==> src/rtl/stack_ctrl_if.sv <==
// Bus bundle between the stack sequencer and its requesters / unified memory port.
// The slave modport is the stack_ctrl view; master is the environment driving it.
interface stack_ctrl_if;
    logic       push_req;
    logic [7:0] push_data;
    logic       pop_req;
    logic       int_req;
    logic       rti_req;
    logic [7:0] pc_in;
    logic [3:0] flags_in;
    logic [7:0] fetch_addr;
    logic [7:0] mem_rdata;
    logic [7:0] mem_addr;
    logic [7:0] mem_wdata;
    logic       mem_we;
    logic       fetch_grant;
    logic       busy;
    logic       done;
    logic [7:0] pop_data;
    logic       pc_load;
    logic [7:0] new_pc;
    logic [3:0] flags_out;
    logic [7:0] sp;
    logic       ovf;
    logic       unf;

    modport slave (
        input  push_req, push_data, pop_req, int_req, rti_req,
               pc_in, flags_in, fetch_addr, mem_rdata,
        output mem_addr, mem_wdata, mem_we, fetch_grant, busy, done,
               pop_data, pc_load, new_pc, flags_out, sp, ovf, unf
    );

    modport master (
        output push_req, push_data, pop_req, int_req, rti_req,
               pc_in, flags_in, fetch_addr, mem_rdata,
        input  mem_addr, mem_wdata, mem_we, fetch_grant, busy, done,
               pop_data, pc_load, new_pc, flags_out, sp, ovf, unf
    );
endinterface

==> src/rtl/stack_ctrl.sv <==
// Stack sequencer: owns SP, runs PUSH/POP/interrupt entry/RTI and arbitrates
// the single memory port between those sequences and instruction fetch.
module stack_ctrl #(
    parameter logic [7:0] SP_INIT      = 8'hFF,
    parameter logic [7:0] SP_LIMIT     = 8'h80,
    parameter logic [7:0] INT_VEC_ADDR = 8'h01
) (
    input  logic         clk,
    input  logic         rst,
    stack_ctrl_if.slave  bus
);

    typedef enum logic [3:0] {
        IDLE, PUSH, POP_RD, POP_WB,
        INT_PC, INT_FL, INT_VEC, INT_LD,
        RTI_FL, RTI_PC, RTI_LD
    } state_t;

    state_t     state, state_nxt;
    logic [7:0] sp_q, sp_nxt;
    logic       rd_unf_q, rd_unf_nxt;
    logic       done_q, done_nxt;
    logic       pc_load_q, pc_load_nxt;
    logic       ovf_q, unf_q, ovf_set, unf_set;
    logic [7:0] pop_data_q, new_pc_q;
    logic [3:0] flags_q;
    logic       cap_pop, cap_fl, cap_pc;
    logic       wr_req, rd_req;
    logic [7:0] mem_addr, mem_wdata;
    logic       mem_we, fetch_grant;
    logic [7:0] rd_data;

    logic       sp_full, sp_empty;
    logic [7:0] sp_inc, sp_dec;

    assign sp_full  = (sp_q < SP_LIMIT);
    assign sp_empty = (sp_q == SP_INIT);
    assign sp_inc   = sp_q + 8'd1;
    assign sp_dec   = sp_q - 8'd1;
    // A read issued on an empty stack returns zero instead of stale memory.
    assign rd_data  = rd_unf_q ? 8'h00 : bus.mem_rdata;

    // NOTE: every signal written here gets a default first so no latch is inferred.
    always_comb begin
        state_nxt   = state;
        sp_nxt      = sp_q;
        rd_unf_nxt  = rd_unf_q;
        done_nxt    = 1'b0;
        pc_load_nxt = 1'b0;
        ovf_set     = 1'b0;
        unf_set     = 1'b0;
        cap_pop     = 1'b0;
        cap_fl      = 1'b0;
        cap_pc      = 1'b0;
        wr_req      = 1'b0;
        rd_req      = 1'b0;
        mem_addr    = sp_q;
        mem_wdata   = 8'h00;
        mem_we      = 1'b0;
        fetch_grant = 1'b0;

        case (state)
            IDLE: begin
                mem_addr    = bus.fetch_addr;
                fetch_grant = 1'b1;
                if (!done_q) begin
                    if (bus.int_req)       state_nxt = INT_PC;
                    else if (bus.rti_req)  state_nxt = RTI_FL;
                    else if (bus.push_req) state_nxt = PUSH;
                    else if (bus.pop_req)  state_nxt = POP_RD;
                end
            end
            PUSH: begin
                mem_wdata = bus.push_data;
                wr_req    = 1'b1;
                done_nxt  = 1'b1;
                state_nxt = IDLE;
            end
            POP_RD: begin
                rd_req    = 1'b1;
                state_nxt = POP_WB;
            end
            POP_WB: begin
                cap_pop   = 1'b1;
                done_nxt  = 1'b1;
                state_nxt = IDLE;
            end
            INT_PC: begin
                mem_wdata = bus.pc_in;
                wr_req    = 1'b1;
                state_nxt = INT_FL;
            end
            INT_FL: begin
                mem_wdata = {4'b0000, bus.flags_in};
                wr_req    = 1'b1;
                state_nxt = INT_VEC;
            end
            INT_VEC: begin
                mem_addr   = INT_VEC_ADDR;
                rd_unf_nxt = 1'b0;
                state_nxt  = INT_LD;
            end
            INT_LD, RTI_LD: begin
                cap_pc      = 1'b1;
                done_nxt    = 1'b1;
                pc_load_nxt = 1'b1;
                state_nxt   = IDLE;
            end
            RTI_FL: begin
                rd_req    = 1'b1;
                state_nxt = RTI_PC;
            end
            RTI_PC: begin
                cap_fl    = 1'b1;
                rd_req    = 1'b1;
                state_nxt = RTI_LD;
            end
            default: state_nxt = IDLE;
        endcase

        // Limit checks shared by every stack write and every stack read.
        if (wr_req) begin
            if (sp_full) begin
                ovf_set = 1'b1;
            end else begin
                mem_we = 1'b1;
                sp_nxt = sp_dec;
            end
        end
        if (rd_req) begin
            mem_addr = sp_inc;
            if (sp_empty) begin
                unf_set    = 1'b1;
                rd_unf_nxt = 1'b1;
            end else begin
                sp_nxt     = sp_inc;
                rd_unf_nxt = 1'b0;
            end
        end
    end

    // NOTE: non-blocking assignments for all registered state.
    always_ff @(posedge clk or posedge rst) begin
        if (rst) begin
            state      <= IDLE;
            sp_q       <= SP_INIT;
            rd_unf_q   <= 1'b0;
            done_q     <= 1'b0;
            pc_load_q  <= 1'b0;
            ovf_q      <= 1'b0;
            unf_q      <= 1'b0;
            pop_data_q <= 8'h00;
            new_pc_q   <= 8'h00;
            flags_q    <= 4'h0;
        end else begin
            state     <= state_nxt;
            sp_q      <= sp_nxt;
            rd_unf_q  <= rd_unf_nxt;
            done_q    <= done_nxt;
            pc_load_q <= pc_load_nxt;
            if (ovf_set) ovf_q      <= 1'b1;
            if (unf_set) unf_q      <= 1'b1;
            if (cap_pop) pop_data_q <= rd_data;
            if (cap_pc)  new_pc_q   <= rd_data;
            if (cap_fl)  flags_q    <= rd_data[3:0];
        end
    end

    assign bus.mem_addr    = mem_addr;
    assign bus.mem_wdata   = mem_wdata;
    assign bus.mem_we      = mem_we;
    assign bus.fetch_grant = fetch_grant;
    assign bus.busy        = (state != IDLE);
    assign bus.done        = done_q;
    assign bus.pc_load     = pc_load_q;
    assign bus.pop_data    = pop_data_q;
    assign bus.new_pc      = new_pc_q;
    assign bus.flags_out   = flags_q;
    assign bus.sp          = sp_q;
    assign bus.ovf         = ovf_q;
    assign bus.unf         = unf_q;

endmodule
==> src/flat_wrapper.sv <==
// flat-port wrapper written by rule: the top's interface ports become plain ports
module stack_ctrl_flat 
#(
    parameter logic [7:0] SP_INIT      = 8'hFF,
    parameter logic [7:0] SP_LIMIT     = 8'h80,
    parameter logic [7:0] INT_VEC_ADDR = 8'h01
)
  (clk, rst, bus_push_req, bus_push_data, bus_pop_req, bus_int_req, bus_rti_req, bus_pc_in, bus_flags_in, bus_fetch_addr, bus_mem_rdata, bus_mem_addr, bus_mem_wdata, bus_mem_we, bus_fetch_grant, bus_busy, bus_done, bus_pop_data, bus_pc_load, bus_new_pc, bus_flags_out, bus_sp, bus_ovf, bus_unf);
  stack_ctrl_if bus_i ();
  input  logic clk;
  input  logic rst;
  input wire logic [$bits(bus_i.push_req)-1:0] bus_push_req;
  input wire logic [$bits(bus_i.push_data)-1:0] bus_push_data;
  input wire logic [$bits(bus_i.pop_req)-1:0] bus_pop_req;
  input wire logic [$bits(bus_i.int_req)-1:0] bus_int_req;
  input wire logic [$bits(bus_i.rti_req)-1:0] bus_rti_req;
  input wire logic [$bits(bus_i.pc_in)-1:0] bus_pc_in;
  input wire logic [$bits(bus_i.flags_in)-1:0] bus_flags_in;
  input wire logic [$bits(bus_i.fetch_addr)-1:0] bus_fetch_addr;
  input wire logic [$bits(bus_i.mem_rdata)-1:0] bus_mem_rdata;
  output wire logic [$bits(bus_i.mem_addr)-1:0] bus_mem_addr;
  output wire logic [$bits(bus_i.mem_wdata)-1:0] bus_mem_wdata;
  output wire logic [$bits(bus_i.mem_we)-1:0] bus_mem_we;
  output wire logic [$bits(bus_i.fetch_grant)-1:0] bus_fetch_grant;
  output wire logic [$bits(bus_i.busy)-1:0] bus_busy;
  output wire logic [$bits(bus_i.done)-1:0] bus_done;
  output wire logic [$bits(bus_i.pop_data)-1:0] bus_pop_data;
  output wire logic [$bits(bus_i.pc_load)-1:0] bus_pc_load;
  output wire logic [$bits(bus_i.new_pc)-1:0] bus_new_pc;
  output wire logic [$bits(bus_i.flags_out)-1:0] bus_flags_out;
  output wire logic [$bits(bus_i.sp)-1:0] bus_sp;
  output wire logic [$bits(bus_i.ovf)-1:0] bus_ovf;
  output wire logic [$bits(bus_i.unf)-1:0] bus_unf;
  assign bus_i.push_req = bus_push_req;
  assign bus_i.push_data = bus_push_data;
  assign bus_i.pop_req = bus_pop_req;
  assign bus_i.int_req = bus_int_req;
  assign bus_i.rti_req = bus_rti_req;
  assign bus_i.pc_in = bus_pc_in;
  assign bus_i.flags_in = bus_flags_in;
  assign bus_i.fetch_addr = bus_fetch_addr;
  assign bus_i.mem_rdata = bus_mem_rdata;
  assign bus_mem_addr = bus_i.mem_addr;
  assign bus_mem_wdata = bus_i.mem_wdata;
  assign bus_mem_we = bus_i.mem_we;
  assign bus_fetch_grant = bus_i.fetch_grant;
  assign bus_busy = bus_i.busy;
  assign bus_done = bus_i.done;
  assign bus_pop_data = bus_i.pop_data;
  assign bus_pc_load = bus_i.pc_load;
  assign bus_new_pc = bus_i.new_pc;
  assign bus_flags_out = bus_i.flags_out;
  assign bus_sp = bus_i.sp;
  assign bus_ovf = bus_i.ovf;
  assign bus_unf = bus_i.unf;
  stack_ctrl #(.SP_INIT(SP_INIT), .SP_LIMIT(SP_LIMIT), .INT_VEC_ADDR(INT_VEC_ADDR)) u_core (.clk(clk), .rst(rst), .bus(bus_i));
endmodule
==> config.mk <==
export PLATFORM = sky130hd
export DESIGN_NAME = stack_ctrl_flat
export DESIGN_NICKNAME = d
export VERILOG_FILES = /design/src/rtl/stack_ctrl_if.sv /design/src/rtl/stack_ctrl.sv /design/src/flat_wrapper.sv
export SDC_FILE = /design/constraint.sdc
export NUM_CORES = 1
export LEC_CHECK = 0
export BUFFER_PORTS_ARGS = -buffer_cell sky130_fd_sc_hd__buf_2
export CAP_MARGIN = 5
export CORE_UTILIZATION = 51
export CTS_CLUSTER_DIAMETER = 100
export DETAILED_ROUTE_END_ITERATION = 8
export PLACE_DENSITY = 0.88
export SLEW_MARGIN = 20
export SYNTH_ARGS = -nofsm -noshare
export SYNTH_HDL_FRONTEND = slang
export SYNTH_SLANG_ARGS = --single-unit
==> constraint.sdc <==
create_clock -name clk -period 4.6 [get_ports clk]
set_input_delay 0.23 -clock clk [delete_from_list [all_inputs] [get_ports clk]]
set_output_delay 0.23 -clock clk [all_outputs]
set_load 0.005 [all_outputs]
==> impl_metrics.csv <==
group,metric,value,unit
outcome,status,"completed",
global_route,antenna_found_initial,0,
logic_synthesis,yosys.area.top_type,"dfrtp_1",
clock_network,cts.sinks,37,
logic_synthesis,synth.cell_area,2190,um2
sta,finalCritPeriodShare,0.546,
sta,tns,0,ns
sta,rsz0062_at_grt,"no",
clock_network,numCtsBuffers,5,
power_and_ir_drop,sw_frac_of_total,0.406,
logic_synthesis,synth_area_leaders,"dfrtp_1, dfstp_2, o21ai_0",
clock_network,htreeDepth,2,
global_route,grt_usage,0.248,
power_and_ir_drop,pwr-share-clk,0.171,
logic_synthesis,async_flop_share,1.00,
logic_synthesis,synth_edf_count,0,
drt,via_per_inst,5.61,
critical_path,criticalPathCategory,"register to primary output",
sta,drv_slew,0,
layout,regArea,936,um2
drt,drt_first_iter_violations,72,
logic_synthesis,syn_inst,242,
placement,place.gp.congestion,0.840,
global_route,grt_start_max_net_pins,38,
logic_synthesis,synth_compound_area_frac,0.244,
sta,fin_skew,0.00475,ns
placement,dp_hpwl,3.94,mm
clock_network,clock_path_buffers,2,
critical_path,cp-start-kind,"register",
job,drv_cap,0,
layout,multi_input_area,1120,um2
power_and_ir_drop,seq_power_share,0.357,
layout,nets,372,
logic_synthesis,yosysSeqAreaShare,0.428,
logic_synthesis,yosys.cell_types.count,59,
logic_synthesis,syn-num-nets,286,
layout,drive_gt1_frac,0.362,
clock_network,cts_root_buffer,"clkbuf_8",
sta,worstMarginPinSlew,1.00,ns
sta,fin_ws,2.09,ns
layout,num_antenna_cells,0,
layout,final_cell_area,2760,um2
power_and_ir_drop,vdd_drop_max,411,uV
floorplanning,die-area,4550,um2
global_route,grt_pass1_vias,1871,
clock_network,clkTransAtPathRegs,0.08,ns
sta,finalSetupViolCount,0,
floorplanning,fp.dieH,67.5,um
floorplanning,start_util,0.539,
power_and_ir_drop,powerDensity,629,nW/um2
power_and_ir_drop,p_int,1.03,mW
logic_synthesis,yosys_warnings,0,
critical_path,crit_fanout,21,
worst_hold_path,hold_path_class,"primary input to async pin",
critical_path,r2r_setup_slack,2.48,ns
drt,ant_nets,0,
clock_network,insertion_delay,0.28,ns
power_and_ir_drop,combPwrFrac,0.473,
critical_path,crit_arrival,2.28,ns
clock_network,ctsHoldBuffers,0,
logic_synthesis,syn-mean-instance-area,9.04,um2
clock_network,cts_tree,"done",
placement,io_buffers,92,
critical_path,cp.required,4.37,ns
drt,drc,0,
power_and_ir_drop,total_power,1.73,mW
power_and_ir_drop,power_leakage,1.36,nW
clock_network,cts_setup_buffers,0,
logic_synthesis,synth_top_family_by_area,"compound AO/OA/AOI/OAI gates",
critical_path,r2r-start,"u_core.state[3]",
drt,route.detailed.wl_per_inst,14.2,um
power_and_ir_drop,p_switching,0.704,mW
critical_path,rr_worst_depth,3,
critical_path,reg2reg_to,"u_core.bus.new_pc[7]",
drt,wl,5.39,mm
sta,maxSlewHeadroom,0.327,
sta,fmax,398,MHz
logic_synthesis,ys_ff_latch,37,
global_route,grt_overflow,0,
floorplanning,fp-row-count,23,
logic_synthesis,synth_fa_ha_area_frac,0.0114,
sta,hold_violations,0,
floorplanning,core,4060,um2
clock_network,cts_resized,0,
floorplanning,die_x,67.5,um
layout,area_growth,26.1,%
logic_synthesis,synth_flop_cell,"dfrtp_1",
logic_synthesis,synth_top_area_frac,0.332,
logic_synthesis,synth-xor-area-share,0.0280,
critical_path,end_kind,"primary output",
drt,firstDrtPassIters,4,
layout,fill_cells,333,
logic_synthesis,yosys.area_share.simple,0.212,
logic_synthesis,yosys-mux-area-fraction,0.0143,
placement,dpl-instance-area,2640,um2
floorplanning,ioPinCount,93,
layout,finalNonFillerCells,379,
placement,pre_cts_ws,2.41,ns
sta,layout_min_cycle_time,2.51,ns
global_route,grt_pass1_wl,8.41,mm
placement,dp.cells,371,
drt,vias,2128,
## cell usage after synthesis, types with 3 or more instances
cell / number
o21ai_1: 5
nand3b_1: 4
nor3_1: 6
clkbuf_1: 7
nand2_1: 25
nor2_1: 10
xnor2_1: 6
a21oi_1: 9
a22o_1: 5
a221oi_1: 3
dfstp_2: 8
and3_1: 3
o21ai_0: 29
a32oi_1: 3
nand2b_1: 11
buf_2: 3
inv_1: 14
a222oi_1: 4
dfrtp_1: 29
nand3_1: 6
## power groups by stage
stage	registers [mW]	clock network [mW]	logic, mW
after floorplan	0.563	0	0.570
after detailed placement	0.622	0	0.817
after CTS	0.616	0.301	0.822
final	0.619	0.296	0.820
after global placement	0.613	0	0.795
after global routing	0.645	0.312	0.931
## cells in the final DEF, fill, tap and decap left out, drive strengths merged, types with 3 or more instances in the layout
master,Yosys,layout
dfrtp,29,29
a32oi,3,3
nor2,10,10
clkbuf,7,6
a222oi,4,4
nand3b,4,4
dfstp,8,8
a221oi,3,3
o21ai,35,35
a22o,5,5
a21oi,9,9
xnor2,6,6
nor3,6,6
nand2b,11,11
and3,3,3
nand2,27,27
buf,7,93
nand3,6,6
inv,14,14
## worst max-delay path by stage
stage / cells after the start / end / start / slack [ns]
global route: 5 / bus_mem_wdata[1] / u_core.state[3] / 1.96
floorplan: 5 / bus_mem_addr[5] / u_core.state[2] / 2.82
global placement: 5 / bus_mem_wdata[3] / u_core.state[3] / 2.55
detailed placement: 5 / bus_mem_wdata[1] / u_core.state[3] / 2.41
CTS: 5 / bus_mem_wdata[1] / u_core.state[3] / 2.11
finish: 5 / bus_mem_wdata[1] / u_core.state[3] / 2.09
## per-stage QoR
step | util | hold WS [ns]
final | 0.680 | 0.0290
after global routing | 0.680 | 0.0817
after CTS | 0.680 | 0.0464
after detailed placement | 0.650 | 0.361
after global placement | 0.650 | 0.354
after floorplan | - | 0.396
## registers in the layout (all words and copies together), names as in the netlist
| name | flops |
|---|---|
| u_core.bus.pop_data | 8 |
| u_core.bus.sp | 8 |
| u_core.bus.done | 1 |
| u_core.bus.pc_load | 1 |
| u_core.state | 4 |
| u_core.bus.unf | 1 |
| u_core.bus.flags_out | 4 |
| u_core.bus.ovf | 1 |
| u_core.rd_unf_q | 1 |
| u_core.bus.new_pc | 8 |
## cell families (layout without fill, tap and decap cells)
| kind of cell | Yosys count | count (layout) |
|---|---|---|
| and+or+nand+nor | 85 | 85 |
| AOI/OAI and AO/OA | 79 | 79 |
| muxes | 3 | 3 |
| xor gates and xnor gates | 7 | 7 |
| adders and majority gates | 2 | 2 |
| buffers and inverters | 29 | 116 |
| DFF | 37 | 37 |
## layout make-up
class / instances / share of cell area
clock buffer: 6 / 0.0299
sequential: 37 / 0.339
tap: 50 / 0.0227
multi-input combinational: 176 / 0.405
inverter: 15 / 0.0204
timing repair buffer: 93 / 0.170
clock inverter: 2 / 0.0136
## per-layer routing
layer | up-vias | wire [um] | global-route usage | part of all wire
met2 | 81 | 2660 | 0.420 | 0.49
met4 | 0 | 57 | 0.0931 | 0.011
met3 | 6 | 304 | 0.0405 | 0.056
met1 | 988 | 2360 | 0.315 | 0.44
met5 | - | 0 | 0 | 0
li1 | 1053 | - | - | -
## worst max-delay path: stages (launching register included)
cell and delay [ns]:
dfrtp_1 0.58, nand2b_1 0.26, nor3_1 0.66, a222oi_1 0.27, inv_1 0.10, buf_2 0.11
Power figures use the tool's default switching activity.
